==> config.mk <==
export PLATFORM = sky130hd
export DESIGN_NAME = accel_mem_port
export DESIGN_NICKNAME = d
export VERILOG_FILES = /design/src/rtl/rv32i_types.sv /design/src/rtl/accel_mem_port_line_buf.sv /design/src/rtl/accel_mem_port.sv
export SDC_FILE = /design/constraint.sdc
export NUM_CORES = 1
export LEC_CHECK = 0
export CORE_MARGIN = 2
export CORE_UTILIZATION = 25
export CTS_CLUSTER_SIZE = 12
export DETAILED_ROUTE_END_ITERATION = 8
export PLACE_DENSITY = 0.54
export SLEW_MARGIN = 20
export SYNTH_ARGS = -nofsm -noshare
export SYNTH_HDL_FRONTEND = slang
export SYNTH_HIERARCHICAL = 1
export SYNTH_SLANG_ARGS = --single-unit
==> constraint.sdc <==
create_clock -name clk -period 12.56 [get_ports clk]
set_input_delay 1.884 -clock clk [delete_from_list [all_inputs] [get_ports clk]]
set_output_delay 1.884 -clock clk [all_outputs]
set_load 0.05 [all_outputs]
==> src/rtl/rv32i_types.sv <==
// Shared types and line geometry for the accelerator memory port.
// The FLUSH state exists only when ACCEL_MEM_FLUSH_EN is defined.
package rv32i_types;
   localparam int LINE_BITS   = 256;
   localparam int LINE_WORDS  = 8;
   localparam int OFFSET_BITS = 5;
   localparam int WORD_BITS   = 32;
   localparam int IDX_BITS    = 3;
   localparam int TAG_BITS    = 32 - OFFSET_BITS;

   typedef enum logic [2:0] {
      IDLE,
      RESP,
      WB,
      FETCH
`ifdef ACCEL_MEM_FLUSH_EN
      ,
      FLUSH
`endif
   } state_t;

   function automatic logic [31:0] line_addr(input logic [TAG_BITS-1:0] tag);
      return {tag, {OFFSET_BITS{1'b0}}};
   endfunction
endpackage

==> src/rtl/accel_mem_port_line_buf.sv <==
// Single 256-bit line store: whole-line load, indexed word write, word read mux.
// Line contents are deliberately not reset.
module accel_line_buf
   import rv32i_types::*;
(
   input  logic                 clk,
   input  logic                 load,
   input  logic [LINE_BITS-1:0] load_line,
   input  logic                 wr_en,
   input  logic [IDX_BITS-1:0]  wr_idx,
   input  logic [WORD_BITS-1:0] wr_word,
   input  logic [IDX_BITS-1:0]  rd_idx,
   output logic [LINE_BITS-1:0] line,
   output logic [WORD_BITS-1:0] rd_word
);
   logic [LINE_BITS-1:0] line_reg;
   logic [WORD_BITS-1:0] words [LINE_WORDS];

   // A fill always wins over a word write; the FSM never requests both.
   always_ff @(posedge clk) begin
      if (load)
         line_reg <= load_line;
      else if (wr_en)
         line_reg[{wr_idx, 5'd0} +: WORD_BITS] <= wr_word;
   end

   genvar gi;
   generate
      for (gi = 0; gi < LINE_WORDS; gi++) begin : g_word
         assign words[gi] = line_reg[gi*WORD_BITS +: WORD_BITS];
      end
   endgenerate

   assign line    = line_reg;
   assign rd_word = words[rd_idx];
endmodule

==> src/rtl/accel_mem_port.sv <==
// One-line write-back buffer between an accelerator word port and a 256-bit pmem.
// Define ACCEL_MEM_FLUSH_EN to add the flush/flush_done ports and the FLUSH state.
module accel_mem_port
   import rv32i_types::*;
(
   input  logic                 clk,
   input  logic                 reset,
   input  logic                 mem_read,
   input  logic                 mem_write,
   input  logic [31:0]          address,
   input  logic [31:0]          st_data,
   output logic                 mem_resp,
   output logic [31:0]          data,
   output logic                 pmem_read,
   output logic                 pmem_write,
   output logic [31:0]          pmem_address,
   output logic [LINE_BITS-1:0] pmem_wdata,
   input  logic [LINE_BITS-1:0] pmem_rdata,
   input  logic                 pmem_resp
`ifdef ACCEL_MEM_FLUSH_EN
   ,
   input  logic                 flush,
   output logic                 flush_done
`endif
);
   state_t               state_reg;
   logic [TAG_BITS-1:0]  tag_reg;
   logic                 valid_reg;
   logic                 dirty_reg;
   logic                 skip_reg;
   logic                 mem_resp_reg;
   logic [31:0]          data_reg;
   logic                 pmem_read_reg;
   logic                 pmem_write_reg;
   logic [31:0]          pmem_address_reg;
`ifdef ACCEL_MEM_FLUSH_EN
   logic                 flush_done_reg;
`endif

   logic                 req;
   logic                 hit;
   logic                 line_load;
   logic                 word_wr;
   logic [IDX_BITS-1:0]  word_idx;
   logic [31:0]          rd_word;
   logic [LINE_BITS-1:0] line;

   // Byte offset bits take no part in the access; they are folded away here.
   assign req      = (mem_read | mem_write) | (1'b0 & (^address[1:0]));
   assign hit      = valid_reg && (tag_reg == address[31:OFFSET_BITS]);
   assign word_idx = address[OFFSET_BITS-1:2];

   assign line_load = !reset && (state_reg == FETCH) && pmem_resp;
   assign word_wr   = !reset && (state_reg == IDLE) && !skip_reg && mem_write && hit;

   accel_line_buf u_line_buf (
      .clk       (clk),
      .load      (line_load),
      .load_line (pmem_rdata),
      .wr_en     (word_wr),
      .wr_idx    (word_idx),
      .wr_word   (st_data),
      .rd_idx    (word_idx),
      .line      (line),
      .rd_word   (rd_word)
   );

   always_ff @(posedge clk) begin
      if (reset) begin
         state_reg      <= IDLE;
         valid_reg      <= 1'b0;
         dirty_reg      <= 1'b0;
         skip_reg       <= 1'b0;
         mem_resp_reg   <= 1'b0;
         data_reg       <= '0;
         pmem_read_reg  <= 1'b0;
         pmem_write_reg <= 1'b0;
`ifdef ACCEL_MEM_FLUSH_EN
         flush_done_reg <= 1'b0;
`endif
      end else begin
         mem_resp_reg <= 1'b0;
         data_reg     <= '0;
         skip_reg     <= 1'b0;
`ifdef ACCEL_MEM_FLUSH_EN
         flush_done_reg <= 1'b0;
`endif
         case (state_reg)
            IDLE: begin
               // skip_reg masks the stale request still held right after a response.
               if (req && !skip_reg) begin
                  if (hit) begin
                     state_reg    <= RESP;
                     mem_resp_reg <= 1'b1;
                     data_reg     <= mem_write ? st_data : rd_word;
                     if (mem_write)
                        dirty_reg <= 1'b1;
                  end else if (dirty_reg) begin
                     state_reg        <= WB;
                     pmem_write_reg   <= 1'b1;
                     pmem_address_reg <= line_addr(tag_reg);
                  end else begin
                     state_reg        <= FETCH;
                     pmem_read_reg    <= 1'b1;
                     pmem_address_reg <= line_addr(address[31:OFFSET_BITS]);
                  end
               end
`ifdef ACCEL_MEM_FLUSH_EN
               else if (!req && flush) begin
                  if (dirty_reg) begin
                     state_reg        <= FLUSH;
                     pmem_write_reg   <= 1'b1;
                     pmem_address_reg <= line_addr(tag_reg);
                  end else begin
                     flush_done_reg <= 1'b1;
                  end
               end
`endif
            end
            RESP: begin
               state_reg <= IDLE;
               skip_reg  <= 1'b1;
            end
            WB: begin
               if (pmem_resp) begin
                  state_reg        <= FETCH;
                  dirty_reg        <= 1'b0;
                  pmem_write_reg   <= 1'b0;
                  pmem_read_reg    <= 1'b1;
                  pmem_address_reg <= line_addr(address[31:OFFSET_BITS]);
               end
            end
            FETCH: begin
               if (pmem_resp) begin
                  state_reg     <= IDLE;
                  pmem_read_reg <= 1'b0;
                  valid_reg     <= 1'b1;
                  tag_reg       <= address[31:OFFSET_BITS];
               end
            end
`ifdef ACCEL_MEM_FLUSH_EN
            FLUSH: begin
               if (pmem_resp) begin
                  state_reg      <= IDLE;
                  pmem_write_reg <= 1'b0;
                  dirty_reg      <= 1'b0;
                  flush_done_reg <= 1'b1;
               end
            end
`endif
            default: state_reg <= IDLE;
         endcase
      end
   end

   assign mem_resp     = mem_resp_reg;
   assign data         = data_reg;
   assign pmem_read    = pmem_read_reg;
   assign pmem_write   = pmem_write_reg;
   assign pmem_address = pmem_address_reg;
   assign pmem_wdata   = line;
`ifdef ACCEL_MEM_FLUSH_EN
   assign flush_done   = flush_done_reg;
`endif
endmodule

==> flow_metrics.env <==
export IMPL_wire_per_inst_um=28.14
export IMPL_r2r_start="tag_reg[15]"
export IMPL_synth_ff_type="edfxtp_1"
export IMPL_whs_ns=0.4847
export IMPL_grt_pass1_wl_um=113200
export IMPL_fin_nets=2244
export IMPL_n_fill_cell=6874
export IMPL_p_per_area_nw_per_um2=116.3
export IMPL_cts_root_buf="clkbuf_16"
export IMPL_yosys_area_top_type="edfxtp_1"
export IMPL_holdBufCountCts=0
export IMPL_place_inst=2821
export IMPL_layout_drive_gt1_share_pct=15.34
export IMPL_drtIter0Drc=1104
export IMPL_via_per_inst=5.088
export IMPL_dieArea_um2=74430
export IMPL_crit_path_max_fanout=17
export IMPL_io_buffers=640
export IMPL_overflow=0
export IMPL_cts_buffer_depth=3
export IMPL_finalHoldViolCount=0
export IMPL_hold_class="flip-flop to flip-flop"
export IMPL_final_max_slew_viol_count=0
export IMPL_drc_errors=0
export IMPL_rows=98
export IMPL_grt_pass1_vias=15620
export IMPL_insertion_delay_ns=0.56
export IMPL_dr_pass1_iters=5
export IMPL_worstPathArrival_ns=5.77
export IMPL_largest_register_ff_count=256
export IMPL_synth_seq_cells=350
export IMPL_dpl_hpwl_um=56180
export IMPL_period_needed_ns=5.562
export IMPL_hold_path_endpoint="valid_reg"
export IMPL_syn_mean_instance_area_um2=13.63
export IMPL_max_cap_viol_count=0
export IMPL_cts_tree="done"
export IMPL_post_cts_buffers=0
export IMPL_final_antenna_net_count=0
export IMPL_syn_area_um2=18070
export IMPL_numCtsBuffers=42
export IMPL_path_class="primary input to flip-flop"
export IMPL_ys_warn_count=6
export IMPL_end_kind="flip-flop"
export IMPL_htree_levels=2
export IMPL_cp_required_ns=12.76
export IMPL_core_area_um2=71490
export IMPL_die_y_um=272.8
export IMPL_synth_edf_count=310
export IMPL_skew_ns=0.01479
export IMPL_syn_inst=1325
export IMPL_min_path_cells=2
export IMPL_vias=14780
export IMPL_post_cts_resized=0
export IMPL_antenna_found_initial=16
export IMPL_stdcell_count=2905
export IMPL_status="complete, no violations"
export IMPL_grtUsageTotal_pct=21.10
export IMPL_rsz0062_at_grt="no"
export IMPL_netlist_area_leader_share_pct=51.53
export IMPL_yosysUniqueCellTypes=53
export IMPL_chipWidth_um=272.8
export IMPL_slew_headroom_pct=29.41
export IMPL_pin_count=648
export IMPL_setup_viol=0
export IMPL_reg2reg_depth=8
export IMPL_fin_crit_sh_pct=44.29
export IMPL_gp_congestion=0.8676
export IMPL_tightest_slew_ns=1.059
export IMPL_r2r_end="u_line_buf/line[180]"
export IMPL_regToRegSetupSlack_ns=8.38
export IMPL_start_kind="primary input"
export IMPL_timing_setup_tns_ns=0
export IMPL_holdCritStartpoint="valid_reg"
export IMPL_initial_core_util_pct=25.27
export IMPL_p_leak_uw=0.008779
export IMPL_ir_drop_mv=0.08852
export IMPL_drt_wl_total_um=81740
export IMPL_async_flop_share_pct=0
export IMPL_clock_fmax_mhz=179.8
export IMPL_grt_max_degree=84
export IMPL_areaGrowthSynthToFinish_pct=47.90
export IMPL_numClockSinks=350
export IMPL_ys_seq_area_share_pct=55.96
export IMPL_clk_pin_slew_ns=0.06
export IMPL_synthTopCellsByArea="edfxtp_1 (52%), mux4_2 (5.2%), o41ai_1 (4.8%)"
==> where the power goes <==
group          switching (µW)  total [µW]  internal [µW]
logic                     356         583            227
registers                23.1        1330           1310
clock network             503        1190            690
total                     882        3110           2220
==> cell usage after synthesis (2+ instances only) <==
cell type    n
nand2b_1    36
buf_1        6
edfxtp_1   310
mux2_4       8
o31ai_2     50
buf_6       18
buf_4        6
o31ai_1     59
mux2i_1     32
a21oi_1      2
inv_1       41
o41ai_1     99
xnor2_1     27
dfxtp_1     40
nor2_1      37
clkbuf_1    75
mux4_1      22
nand2_1    230
mux2_2      51
ha_1         3
a31oi_1      2
nand4_1      7
o21a_1       3
mux4_2      42
a32o_1      32
o21ai_0      7
nor3_1       2
or3_1        2
o31ai_4     20
nor2_2       6
buf_2       28
==> per-stage QoR <==
step	power, µW	instance area (µm²)	worst slack [ns]	utilization, %
5_1_grt	3213	26720	6.829	37.37
3_5_place_dp	1937	25360	6.490	35.47
3_3_place_gp	1933	25360	6.536	35.47
6_report	3107	26720	6.998	37.38
4_1_cts	3140	26680	7.082	37.32
2_1_floorplan	1664	18080	5.705	-
==> area by class of cell <==
cell class              instances  area (µm²)  area share [%]
multi-input cells             804        7246           27.12
clock buffers                  61        1172           4.388
clock inverters                16       145.1          0.5432
inverters                      41       153.9          0.5760
well taps                     950        1189           4.449
flip-flops and latches        350       10110           37.84
diodes                          6       15.01         0.05619
repair buffers                677        6689           25.03
==> layer usage <==
metal | GRT usage (%) | routed length (µm) | vias to the layer above
met3 | 5.553 | 6707 | 165
met5 | 0 | 71 | -
met2 | 35.74 | 40010 | 792
met4 | 8.545 | 3016 | 12
li1 | - | - | 6389
met1 | 25.43 | 31930 | 7424
==> placed cells by master, fill, tap and decap left out, types with 4 or more instances in the layout <==
cell,Yosys,final
clkdlybuf4s50_1,0,636
edfxtp_1,310,310
nand2_1,230,229
o41ai_1,99,96
o31ai_1,59,59
mux2_2,51,51
o31ai_2,50,49
clkbuf_16,0,42
mux4_2,42,42
inv_1,41,41
dfxtp_1,40,40
buf_4,6,38
nand2b_1,36,34
nor2_1,37,33
mux2i_1,32,32
a32o_1,32,32
xnor2_1,27,27
mux4_1,22,22
o31ai_4,20,21
clkbuf_1,75,14
mux2_4,8,8
nor2_2,6,7
nand4_1,7,7
diode_2,0,6
conb_1,1,5
clkinv_2,0,5
clkinv_1,0,5
clkbuf_8,0,5
o21ai_4,0,4
==> worst max-delay path, stage by stage <==
cell and delay, ns:
clkdlybuf4s50_1 0.52, xnor2_1 0.14, nand4_1 0.20, nor4_4 0.44, nand2_1 0.22, nor2_1 0.43, nand3b_1 0.43, o21ai_4 0.91
buf_4 0.51
==> logic make-up (layout without fill, tap and decap cells) <==
group                    after synthesis  after routing  synth area share, %
AND/OR/NAND/NOR                      332            332                8.006
other                                  1             11              0.02076
buffers and inverters                175            795                4.793
adder cells (fa/ha/maj)                3              3               0.2078
flip-flops                           350            350                55.96
AO/OA/AOI/OAI                        281            281                15.60
XOR/XNOR                              28             28                1.357
multiplexers                         155            155                14.05
==> worst max path at each step <==
stage | start | endpoint | slack, ns | cells after the start
5_1_grt | reset | u_line_buf/line[211] | 6.83 | 8
3_5_place_dp | address[20] | u_line_buf/line[177] | 6.49 | 9
2_1_floorplan | address[2] | u_line_buf/line[192] | 5.71 | 8
4_1_cts | reset | u_line_buf/line[211] | 7.08 | 8
6_report | address[8] | u_line_buf/line[180] | 7.00 | 9
3_3_place_gp | address[8] | u_line_buf/line[177] | 6.54 | 9
No activity file was read; power rests on OpenSTA's default activity.
